$ cat config.mk
export PLATFORM = sky130hd
export DESIGN_NAME = fdd_port_ctrl
export DESIGN_NICKNAME = d
export VERILOG_FILES = /design/src/rtl/fdd_port_ctrl.sv
export SDC_FILE = /design/constraint.sdc
export NUM_CORES = 1
export LEC_CHECK = 0
export BUFFER_PORTS_ARGS = -buffer_cell sky130_fd_sc_hd__buf_2
export CORE_ASPECT_RATIO = 1.4
export CORE_MARGIN = 5
export CORE_UTILIZATION = 57
export CTS_BUF_LIST = sky130_fd_sc_hd__clkbuf_16
export CTS_CLUSTER_DIAMETER = 100
export DETAILED_ROUTE_END_ITERATION = 8
export HOLD_SLACK_MARGIN = 0.03
export PLACE_DENSITY = 0.79
export SLEW_MARGIN = 10
export SYNTH_ARGS = -nofsm -noshare
export SYNTH_HDL_FRONTEND = slang
export SYNTH_SLANG_ARGS = --single-unit
export TNS_END_PERCENT = 5
$ cat constraint.sdc
create_clock -name clk_sys -period 2.5 [get_ports clk_sys]
set_input_delay 0 -clock clk_sys [delete_from_list [all_inputs] [get_ports clk_sys]]
set_output_delay 0 -clock clk_sys [all_outputs]
set_load 0.01 [all_outputs]
$ cat src/rtl/fdd_port_ctrl.sv
// Floppy port controller between the CPU bus and the wd1793: CPU hold with timeout,
// N-drive/side select, per-drive image-ready flags, motor retrigger timer and status readback.
module fdd_port_ctrl #(
  parameter int unsigned DRIVES       = 2,
  parameter int unsigned HOLD_TIMEOUT = 200000,
  parameter int unsigned ARM_TICKS    = 2,
  parameter int unsigned MOTOR_TICKS  = 4000000,
  parameter bit          MOTOR_GATE   = 1'b0,
  localparam int unsigned DSEL_W      = (DRIVES > 1) ? $clog2(DRIVES) : 1
) (
  input  logic              clk_sys,
  input  logic              reset,
  input  logic              ce,
  input  logic              io_sel,
  input  logic              io_wr,
  input  logic [1:0]        addr,
  input  logic [7:0]        din,
  output logic [7:0]        dout,
  input  logic              fdc_drq,
  input  logic              fdc_busy,
  input  logic              fdc_intrq,
  input  logic [DRIVES-1:0] img_mounted,
  output logic              cpu_hold,
  output logic [DSEL_W-1:0] drive_sel,
  output logic              side,
  output logic              ready,
  output logic              motor_on,
  output logic [DRIVES-1:0] ready_mask
);

  localparam int unsigned ARM_W = (ARM_TICKS > 0) ? $clog2(ARM_TICKS + 1) : 1;
  localparam int unsigned TO_W  = (HOLD_TIMEOUT > 0) ? $clog2(HOLD_TIMEOUT + 1) : 1;
  localparam int unsigned MOT_W = (MOTOR_TICKS > 0) ? $clog2(MOTOR_TICKS + 1) : 1;

  localparam logic [ARM_W-1:0] ARM_LOAD = ARM_W'(ARM_TICKS);
  localparam logic [TO_W-1:0]  TO_LAST  = TO_W'(HOLD_TIMEOUT - 1);
  localparam logic [MOT_W-1:0] MOT_LOAD = MOT_W'(MOTOR_TICKS);

  localparam logic [1:0] ST_IDLE = 2'd0;
  localparam logic [1:0] ST_ARM  = 2'd1;
  localparam logic [1:0] ST_HOLD = 2'd2;

  logic [1:0]        state_q, state_d;
  logic              cpu_hold_q, cpu_hold_d;
  logic [ARM_W-1:0]  arm_cnt_q, arm_cnt_d;
  logic [TO_W-1:0]   to_cnt_q, to_cnt_d;
  logic              timeout_flag_q, timeout_flag_d;
  logic              side_q, side_d;
  logic [DSEL_W-1:0] drive_sel_q, drive_sel_d;
  logic [MOT_W-1:0]  motor_cnt_q, motor_cnt_d;
  logic              wr_prev_q;
  logic [DRIVES-1:0] mnt_prev_q;
  logic [DRIVES-1:0] ready_mask_q, ready_mask_d;

  logic wr_lvl, wr_ev, wr0, wr1, wr2, wr3, rd0, timeout_hit;

  assign wr_lvl = io_sel & io_wr;
  assign wr_ev  = wr_lvl & ~wr_prev_q;
  assign wr0    = wr_ev & (addr == 2'd0);
  assign wr1    = wr_ev & (addr == 2'd1);
  assign wr2    = wr_ev & (addr == 2'd2);
  assign wr3    = wr_ev & (addr == 2'd3);
  assign rd0    = io_sel & ~io_wr & (addr == 2'd0);

  assign timeout_hit = ce && (HOLD_TIMEOUT != 0) && (to_cnt_q == TO_LAST);

  // A re-arm write outranks every release; a normal release outranks the timeout.
  always_comb begin
    state_d        = state_q;
    arm_cnt_d      = arm_cnt_q;
    to_cnt_d       = to_cnt_q;
    timeout_flag_d = timeout_flag_q & ~rd0;
    if (wr0) begin
      state_d   = (ARM_TICKS == 0) ? ST_HOLD : ST_ARM;
      arm_cnt_d = ARM_LOAD;
      to_cnt_d  = '0;
    end else begin
      case (state_q)
        ST_ARM: begin
          if (fdc_drq || fdc_intrq) begin
            state_d = ST_IDLE;
          end else if (timeout_hit) begin
            state_d        = ST_IDLE;
            timeout_flag_d = 1'b1;
          end else if (ce) begin
            to_cnt_d  = to_cnt_q + TO_W'(1);
            arm_cnt_d = arm_cnt_q - ARM_W'(1);
            if (arm_cnt_q <= ARM_W'(1)) state_d = ST_HOLD;
          end
        end
        ST_HOLD: begin
          if (fdc_drq || !fdc_busy || fdc_intrq) begin
            state_d = ST_IDLE;
          end else if (timeout_hit) begin
            state_d        = ST_IDLE;
            timeout_flag_d = 1'b1;
          end else if (ce) begin
            to_cnt_d = to_cnt_q + TO_W'(1);
          end
        end
        ST_IDLE: state_d = ST_IDLE;
        default: state_d = ST_IDLE;
      endcase
    end
    cpu_hold_d = (state_d != ST_IDLE);
  end

  always_comb begin
    side_d      = wr2 ? din[0] : side_q;
    drive_sel_d = drive_sel_q;
    if (wr3 && (32'(din) < DRIVES)) drive_sel_d = din[DSEL_W-1:0];
    motor_cnt_d = motor_cnt_q;
    if (wr0 || wr1 || wr3 || fdc_busy) motor_cnt_d = MOT_LOAD;
    else if (ce && (motor_cnt_q != '0)) motor_cnt_d = motor_cnt_q - MOT_W'(1);
    ready_mask_d = ready_mask_q | (img_mounted & ~mnt_prev_q);
  end

  always_ff @(posedge clk_sys) begin
    if (reset) begin
      state_q        <= ST_IDLE;
      cpu_hold_q     <= 1'b0;
      arm_cnt_q      <= '0;
      to_cnt_q       <= '0;
      timeout_flag_q <= 1'b0;
      side_q         <= 1'b0;
      drive_sel_q    <= '0;
      motor_cnt_q    <= '0;
      wr_prev_q      <= 1'b0;
      mnt_prev_q     <= '0;
    end else begin
      state_q        <= state_d;
      cpu_hold_q     <= cpu_hold_d;
      arm_cnt_q      <= arm_cnt_d;
      to_cnt_q       <= to_cnt_d;
      timeout_flag_q <= timeout_flag_d;
      side_q         <= side_d;
      drive_sel_q    <= drive_sel_d;
      motor_cnt_q    <= motor_cnt_d;
      wr_prev_q      <= wr_lvl;
      mnt_prev_q     <= img_mounted;
    end
  end

  // Mounted images survive reset.
  always_ff @(posedge clk_sys) begin
    ready_mask_q <= ready_mask_d;
  end

  assign cpu_hold   = cpu_hold_q;
  assign drive_sel  = drive_sel_q;
  assign side       = side_q;
  assign motor_on   = (motor_cnt_q != '0);
  assign ready_mask = ready_mask_q;
  assign ready      = ready_mask_q[drive_sel_q] & (MOTOR_GATE ? motor_on : 1'b1);

  always_comb begin
    case (addr)
      2'd0:    dout = {fdc_busy, fdc_drq, fdc_intrq, ready, motor_on,
                       timeout_flag_q, cpu_hold_q, side_q};
      2'd1:    dout = 8'(ready_mask_q);
      2'd2:    dout = {7'b0, side_q};
      default: dout = 8'(drive_sel_q);
    endcase
  end

endmodule

Word level (Yosys, flattened, before mapping)
Cells that the tools add are included.
Operators by class
  add/subtract/negate cells: 3
  multiply operators: 0
  div/mod/pow operators: 0
  order comparisons: 3
  equal/unequal tests: 10
  shift-type cells: 0
  mux-type cells: 28
  bitwise logic cells: 17
  reduce and logical (&&, ||, !) cells: 22
Operators with widths (count)
  $mux 18: 4
  $mux 22: 2
  $pmux 18 s2: 1
  $mux 2: 12
  $pmux 8 s3: 1
  $reduce_bool 22->1: 1
  $sub 22x1->22 const B: 1
  $add 18x1->18 const B: 1
  $eq 18x18->1 const B: 1
  $reduce_bool 2->1: 5
  $and 1x1->1: 9
  $lt 8x2->1 const B: 1
  $ne 2x2->1 const B: 4
  $reduce_and 4->1: 2
  $eq 2x2->1 const B: 3
  $logic_or 1x1->1: 6
  $mux 1: 6
  $not 1->1: 5
  $eq 2x1->1 const B: 2
  $pmux 2 s2: 1
  $reduce_or 2->1: 2
  $logic_and 1x1->1: 3
  $reduce_and 3->1: 1
  $and 2x2->2: 1
  8 further kinds: 8
Storage, ports and cells
  register bits after elaboration: 53
  bits in latches: 0
  RAM bits: 0
  ROM bits: 0
  bits of input ports: 20
  output and inout port bits: 15
  memories kept: 0

Depth between registers and ports, before layout
Gate-level depths: netlist of run 1.
  depth after elaboration: 9
  mapped depth: 9
  depth with buffers taken out: 7

Least setup slack after synthesis of run 1
Ideal clock, no wire load.
  path kind: reg2reg
  start: register state_q[0]
  end: register to_cnt_q[16]
  library setup time: 115 ps
  arrival time: 1876 ps
  data required time: 2385 ps
  slack: 509 ps
  cell stages (with the launch flop): 8
  buffers on the path: 0
  period minus slack after synthesis: 1991 ps
  cell sequence: dfxtp_1 > inv_1 > ha_1 > mux2i_1 > or3_4 > or4_4 > xor2_1 > nor2_2
Between the ends
  cells in the longest elaborated chain, start to end: 3
  elaborated cells between the ends (all ways): 7
  those cells by class: 4 x eq/ne; 1 x mux; 2 x reduce/logical
RTL lines
  start: declaration: RTL line 43  | logic [1:0] state_q, state_d;
  start signal: assignment: RTL line 131  | state_q <= state_d;
  $eq 2x2->1 / $eq 2x1->1 (equally long branches): RTL line 78  | case (state_q)
  $ne 2x2->1 (no line) / $reduce_bool 2->1 (equally long branches)
  $reduce_and 3->1 (no line)
  end signal: assignment: RTL line 134  | to_cnt_q <= to_cnt_d;
  end: declaration: RTL line 46  | logic [TO_W-1:0] to_cnt_q, to_cnt_d;
Parallel ways exist; a longest one is shown, timed or not.
A chain may end at the register's enable or synchronous reset.

Final worst setup path of run 1
  start: register motor_cnt_q[0]
  end: register motor_cnt_q[1]
Between the ends
  cells in the longest elaborated chain, start to end: 2
  elaborated cells between the ends (all ways): 3
  those cells by class: 1 x add/sub; 2 x reduce/logical
RTL lines
  start: declaration: RTL line 50  | logic [MOT_W-1:0] motor_cnt_q, motor_cnt_d;
  start signal: assignment: RTL line 138  | motor_cnt_q <= motor_cnt_d;
  branches (longest 2 deep; another with $sub 22x1->22)
Several ways; the timed one is not identified.

==> summary.txt, run 1 <==
Clock tree
  • Worst-Skew Late Latency: 0.29 ns
  • Max H-tree Level: 2
  • # Post-CTS Setup Buffers: 0
  • CTS tree: built
  • CTS Hold Bufs: 5
  • Resize count post-CTS: 0
  • Clock tree buffer depth: 2
  • CTS Buf Count: 5
  • Root Driver: clkbuf_16
  • Clock Sinks: 53
  • Clk slew on worst S/H paths: 0.06 ns

Run status
  • Status: finished, final reports clean

Critical path
  • Crit-path max FO: 20
  • Register-to-register setup slack: 0.33 ns
  • Critical path data arrival time: about 2.4 ns
  • R2R Path End: motor_cnt_q[1]
  • Crit path required time: approximately 2.7 ns
  • WS Path Type: register to register
  • Crit path to: motor_cnt_q[1]
  • RR Startpoint: motor_cnt_q[0]
  • Crit path from: motor_cnt_q[0]
  • Reg2Reg Depth: 7
  • Element type at the critical path start: register
  • CP Capture Type: register

Route
  • WL final: 6.29 mm
  • Initial DRC count: 129
  • Via count: 2510
  • Routed Antenna Nets: 0
  • Vias per cell: a little under 6
  • Drt drc: 0
  • Drt pass-1 iters: 5
  • Routed WL per cell: approximately 15 µm

Floorplanning
  • Row Count: 30
  • Die area: 6320 µm²
  • Die H: 92.1 µm
  • Io pins: 35
  • Starting Density: 0.575
  • Placeable Area: 4770 µm²
  • Die X: 68.6 µm

STA
  • Tcrit/Tclk final: 0.866
  • Slew of the pin with the lowest slew margin: 0.637 ns
  • Final hold violations: 0
  • RSZ-0062 raised after global routing: no
  • Shortest period the worst path allows: 2.17 ns
  • Final setup TNS: 0 ns
  • Fin. max-slew vios: 0
  • F_max: 462 MHz
  • Final setup vio count: 0
  • Clock skew: 0.00765 ns
  • Slew headroom: 0.572

Pwr
  • Comb power frac: 0.132
  • Switching Share: 0.242
  • Leakage: 0.00118 µW
  • Max VDD drop: a little under 0.4 mV
  • Power Density: 599 nW/µm²
  • Sw power: 462 µW
  • Power share of the clock group: 0.398
  • Flop pwr share: 0.470
  • Int Pwr: 1450 µW

Yosys
  • Yosys reg bits: 53
  • Top post-synthesis cells by area: dfxtp_1, xnor2_1, nor2_1
  • Syn nets: 350
  • Cell taking the most area after synthesis: dfxtp_1
  • Top-area cell type share of the netlist area: 0.387
  • Most common cell in the netlist: dfxtp_1
  • Most used DFF post-synth: dfxtp_1
  • Cell area after synthesis: 2740 µm²
  • Top cells by count, synth: dfxtp_1, nor2_1, a21oi_1
  • Yosys cell types: 52
  • Mapped Cells: 324
  • Asr flop ratio synth: 0
  • EDFF count, synth: 0
  • Post-synthesis sequential area ratio: 0.387
  • Synth Warn #: 0
  • Avg Synthesized Cell Area: 8.46 µm²

Place
  • Final GP Congestion: 0.802
  • Hpwl dp: 4.57 mm
  • Port Buf Inserts: 34

GRT
  • Initial antenna violation count: 0
  • First-pass GRT wire length: 10.6 mm
  • Largest net degree at the start of global routing: 21
  • Vias in the first global route: between 2k and 2.5k
  • Grt ovf: 0
  • GR Util All Layers: 0.215

Flow run
  • Max-cap check violation count: 0

Finish
  • Final nets: 390
  • Diode count: 0
  • # fillers: just over 400
  • Layout area overhead: 16.1%
  • Share of post-route cells with drive strength above 1: 0.156
  • Post-Route Utilization: 0.668

Min path
  • Hold crit path type: input port to register
[critical path, cell delays in order, from the launching register on]
cell,delay (ns)
dfxtp_1,0.33
inv_1,0.11
ha_1,0.15
nor3b_1,0.24
and3_1,0.61
nand3_1,0.17
and3_2,0.24
a211oi_1,0.23
[state kept, by name, summed over array words and instances (netlist names)]
signal          cells
arm_cnt_q           2
cpu_hold            1
drive_sel           1
mnt_prev_q          2
motor_cnt_q        22
ready_mask          2
side                1
state_q             2
timeout_flag_q      1
to_cnt_q           18
wr_prev_q           1
[cells in the final DEF (no fill, tap or decap), types with 9 or more instances in the layout]
cell and count:
nor4_1 18, buf_2 34, a21oi_1 22, xnor2_1 19, nor2_1 38, o21ai_0 9
inv_1 11, dfxtp_1 53, nand2_1 18, nand3_1 13
[through the flow]
step	worst slack, ns	instances	power, µW	instance area, µm²	hold slack, ns
5_1_grt	0.0410	429	1990	3190	0.116
3_3_place_gp	0.432	416	1150	2970	0.206
4_1_cts	0.339	429	1930	3190	0.0772
2_1_floorplan	0.509	324	1090	2740	0.0475
6_report	0.334	429	1910	3190	0.0843
3_5_place_dp	0.386	416	1160	2970	0.212
[per-layer routing]
layer / GRT usage / share of wire / vias to the layer above
li1: - / - / 1260
met2: 0.408 / 0.57 / 42
met4: 0.0846 / 0.020 / 0
met1: 0.220 / 0.38 / 1196
met3: 0.0343 / 0.028 / 12
met5: 0 / 0 / -
[cell type report]
type / instances / area [µm²] / share of cell area
multi-input cells: 251 / 1590 / 0.500
flip-flops and latches: 53 / 1060 / 0.333
repair buffers: 43 / 250 / 0.0786
clock buffers: 5 / 125 / 0.0393
well taps: 64 / 80.1 / 0.0251
clock inverters: 3 / 37.5 / 0.0118
inverters: 10 / 37.5 / 0.0118
[power by group through the flow]
stage                     logic [µW]  registers, µW  clock network (µW)
after global placement           237            914                   0
after CTS                        251            895                 779
after detailed placement         242            914                   0
after floorplan                  180            908                   0
after global routing             280            898                 813
final                            252            895                 759
[worst min path at each step]
stage              startpoint       endpoint  cells after the start
3_5_place_dp   img_mounted[0]  ready_mask[0]                      2
3_3_place_gp   img_mounted[0]  ready_mask[0]                      2
5_1_grt                din[5]      drive_sel                      4
6_report               din[5]      drive_sel                      4
2_1_floorplan         addr[1]        dout[1]                      1
4_1_cts                din[5]      drive_sel                      4
[logic make-up after synthesis]
kind of cell | after synthesis | share of synthesized area
flip-flops | 53 | 0.387
AND/OR/NAND/NOR | 158 | 0.324
multiplexers | 8 | 0.0297
XOR/XNOR | 26 | 0.0830
AO/OA/AOI/OAI | 53 | 0.117
buffers and inverters | 20 | 0.0319
adder cells (fa/ha/maj) | 6 | 0.0274
(Power assumes the default switching activity.)
==> run 2, diff against run 1 <==
--- a/config.mk
+++ b/config.mk
@@ -8,12 +8,11 @@
 export BUFFER_PORTS_ARGS = -buffer_cell sky130_fd_sc_hd__buf_2
 export CORE_ASPECT_RATIO = 1.4
 export CORE_MARGIN = 5
-export CORE_UTILIZATION = 57
+export CORE_UTILIZATION = 40
 export CTS_BUF_LIST = sky130_fd_sc_hd__clkbuf_16
 export CTS_CLUSTER_DIAMETER = 100
 export DETAILED_ROUTE_END_ITERATION = 8
 export HOLD_SLACK_MARGIN = 0.03
-export PLACE_DENSITY = 0.79
 export SLEW_MARGIN = 10
 export SYNTH_ARGS = -nofsm -noshare
 export SYNTH_HDL_FRONTEND = slang
==> constraint.sdc (replaced) <==
create_clock -name clk_sys -period 2 [get_ports clk_sys]
set_input_delay 0 -clock clk_sys [delete_from_list [all_inputs] [get_ports clk_sys]]
set_output_delay 0 -clock clk_sys [all_outputs]
set_load 0.01 [all_outputs]
==> summary.txt, run 2 (same netlist as run 1, synthesis figures left out) <==
Route
  • Routed Antenna Nets: 0
  • WL final: about 6.7 mm
  • Drt pass-1 iters: 4
  • Via count: 2531
  • Drt drc: 0
  • Routed WL per cell: 14.0 µm
  • Vias per cell: 5.29
  • Initial DRC count: 129

Finish
  • # fillers: 670
  • Share of post-route cells with drive strength above 1: 0.225
  • Diode count: 0
  • Registers with the most flip-flops: motor_cnt_q x22, to_cnt_q x18
  • Post-Route Utilization: 0.515
  • Area of the multi-input gates: between 1500 and 2000 µm²
  • Commonest non-fill, non-tap cell in the layout: dfxtp_1
  • Final nets: 411
  • Max FFs per register: 22
  • Layout area overhead: 25.0%
  • Most frequent cells in the layout: dfxtp_1, nor2_1, buf_2
  • Reg area: 1060 µm²
  • Reg with most FFs: motor_cnt_q

Critical path
  • Largest stage delay, worst path: 0.49 ns
  • Slowest-stage cell, CP: or3b_2
  • Critical path data arrival time: 2.12 ns
  • Register-to-register setup slack: 0.05 ns
  • Crit path required time: 2.17 ns
  • WS Path Type: register to register
  • Buf+Inv Stages, Crit Path: 1
  • RR Startpoint: state_q[0]
  • CP Capture Type: register
  • R2R Path End: to_cnt_q[15]
  • Crit-path max FO: 7
  • Crit-path cells: inv_1, ha_1, mux2i_1, or3_4, or3b_2, xnor2_1, nor2_1
  • Reg2Reg Depth: 7
  • Element type at the critical path start: register
  • Crit path max-delay family: simple AND/OR/NAND/NOR gates

GRT
  • Largest net degree at the start of global routing: 21
  • GR Util All Layers: 0.162
  • Grt ovf: 0
  • Vias in the first global route: 2594
  • First-pass GRT wire length: 11.3 mm
  • Initial antenna violation count: 0

Pwr
  • Power Density: 710 nW/µm²
  • Total power: 2430 µW
  • Flop pwr share: 0.460
  • Comb power frac: 0.150
  • Max VDD drop: 0.466 mV
  • Switching Share: 0.242
  • Power share of the clock group: 0.390
  • Leakage: 0.00129 µW
  • Int Pwr: 1840 µW
  • Sw power: roughly 600 µW

Clock tree
  • Root Driver: clkbuf_16
  • CTS Buf Count: 5
  • Max H-tree Level: 2
  • # Post-CTS Setup Buffers: 0
  • Worst-Skew Late Latency: between 0.2 and 0.3 ns
  • Clock tree buffer depth: 2
  • CTS tree: built
  • Clock Sinks: 53
  • Clk slew on worst S/H paths: 0.06 ns

Place
  • Final GP Congestion: 0.840
  • Port Buf Inserts: 34
  • Worst slack, placed: approximately 0.016 ns
  • Hpwl dp: about 5 mm

STA
  • Final WS setup: around 0.045 ns
  • Slew of the pin with the lowest slew margin: 0.609 ns
  • Clock skew: ~0.0053 ns
  • F_max: around 510 MHz
  • Tcrit/Tclk final: 0.977
  • Final hold violations: 0
  • Final setup vio count: 0
  • Slew headroom: 0.594
  • RSZ-0062 raised after global routing: yes
  • WHS: about 0.085 ns
  • Fin. max-slew vios: 0
  • Shortest period the worst path allows: 1.95 ns

Floorplanning
  • Die X: 80.0 µm
  • Die area: 8640 µm²
  • Placeable Area: 6660 µm²
  • Row Count: 35
  • Io pins: 35
  • Die H: 108 µm
  • Starting Density: 0.412

Min path
  • HP Start: din[5]
  • Min-Delay Path Depth: 4
  • Hold crit path type: input port to register
  • Sink of the worst hold path: drive_sel

Flow run
  • Max-cap check violation count: 0

Run status
  • Status: finished, final reports clean
## run 2: what timing repair did
| action | in CTS | in global routing |
|---|---|---|
| resized for setup | 0 | 11 |
| hold endpoints to repair | 7 | 0 |
| endpoints found under the setup margin | 0 | 21 |
| hold buffers | 5 | 0 |
## run 2: worst reg2reg max path: cells and delay by family (launching register included)
kind	cells	cell delay, ns
flops	1	0.34
simple gates	3	0.95
mux	1	0.14
fa+ha+maj	1	0.22
xor+xnor	1	0.15
buf+inv	1	0.05
## run 2: power groups by stage
stage	registers, µW	clock network, µW	logic (µW)
2_1_floorplan	1140	0	225
3_5_place_dp	1140	0	342
5_1_grt	1120	1010	410
6_report	1120	948	366
4_1_cts	1120	978	354
3_3_place_gp	1140	0	341
## run 2: worst max-delay path by stage
stage                         endpoint  depth (start not counted)  startpoint  slack, ns
final                     to_cnt_q[15]                          7  state_q[0]       0.05
after global routing      to_cnt_q[16]                          7  state_q[0]      -0.02
after detailed placement  to_cnt_q[16]                          7  state_q[0]       0.02
after global placement    to_cnt_q[16]                          7  state_q[0]       0.06
after floorplan           to_cnt_q[16]                          7  state_q[0]      0.009
after CTS                 to_cnt_q[16]                          7  state_q[0]       0.01
## run 2: layout make-up
cell class	count	share of cell area
Sequential cell	53	0.310
Clock buffer	5	0.0365
Tap cell	92	0.0336
Inverter	10	0.0110
Multi-Input combinational cell	251	0.479
Clock inverter	3	0.0110
Timing Repair Buffer	64	0.119
## run 2: metal layers
metal | global-route usage | wire (µm) | part of all wire
met1 | 0.181 | 2880 | 0.43
met2 | 0.299 | 3560 | 0.53
met3 | 0.0242 | 138 | 0.021
met4 | 0.0688 | 106 | 0.016
met5 | 0 | 0 | 0
## run 2: through the flow
stage	setup TNS [ns]	cell area [µm²]	instances
finish	0	3430	478
CTS	0	3380	478
global placement	0	3170	465
global route	-0.0303	3430	478
detailed placement	0	3170	465
floorplan	0	2740	324
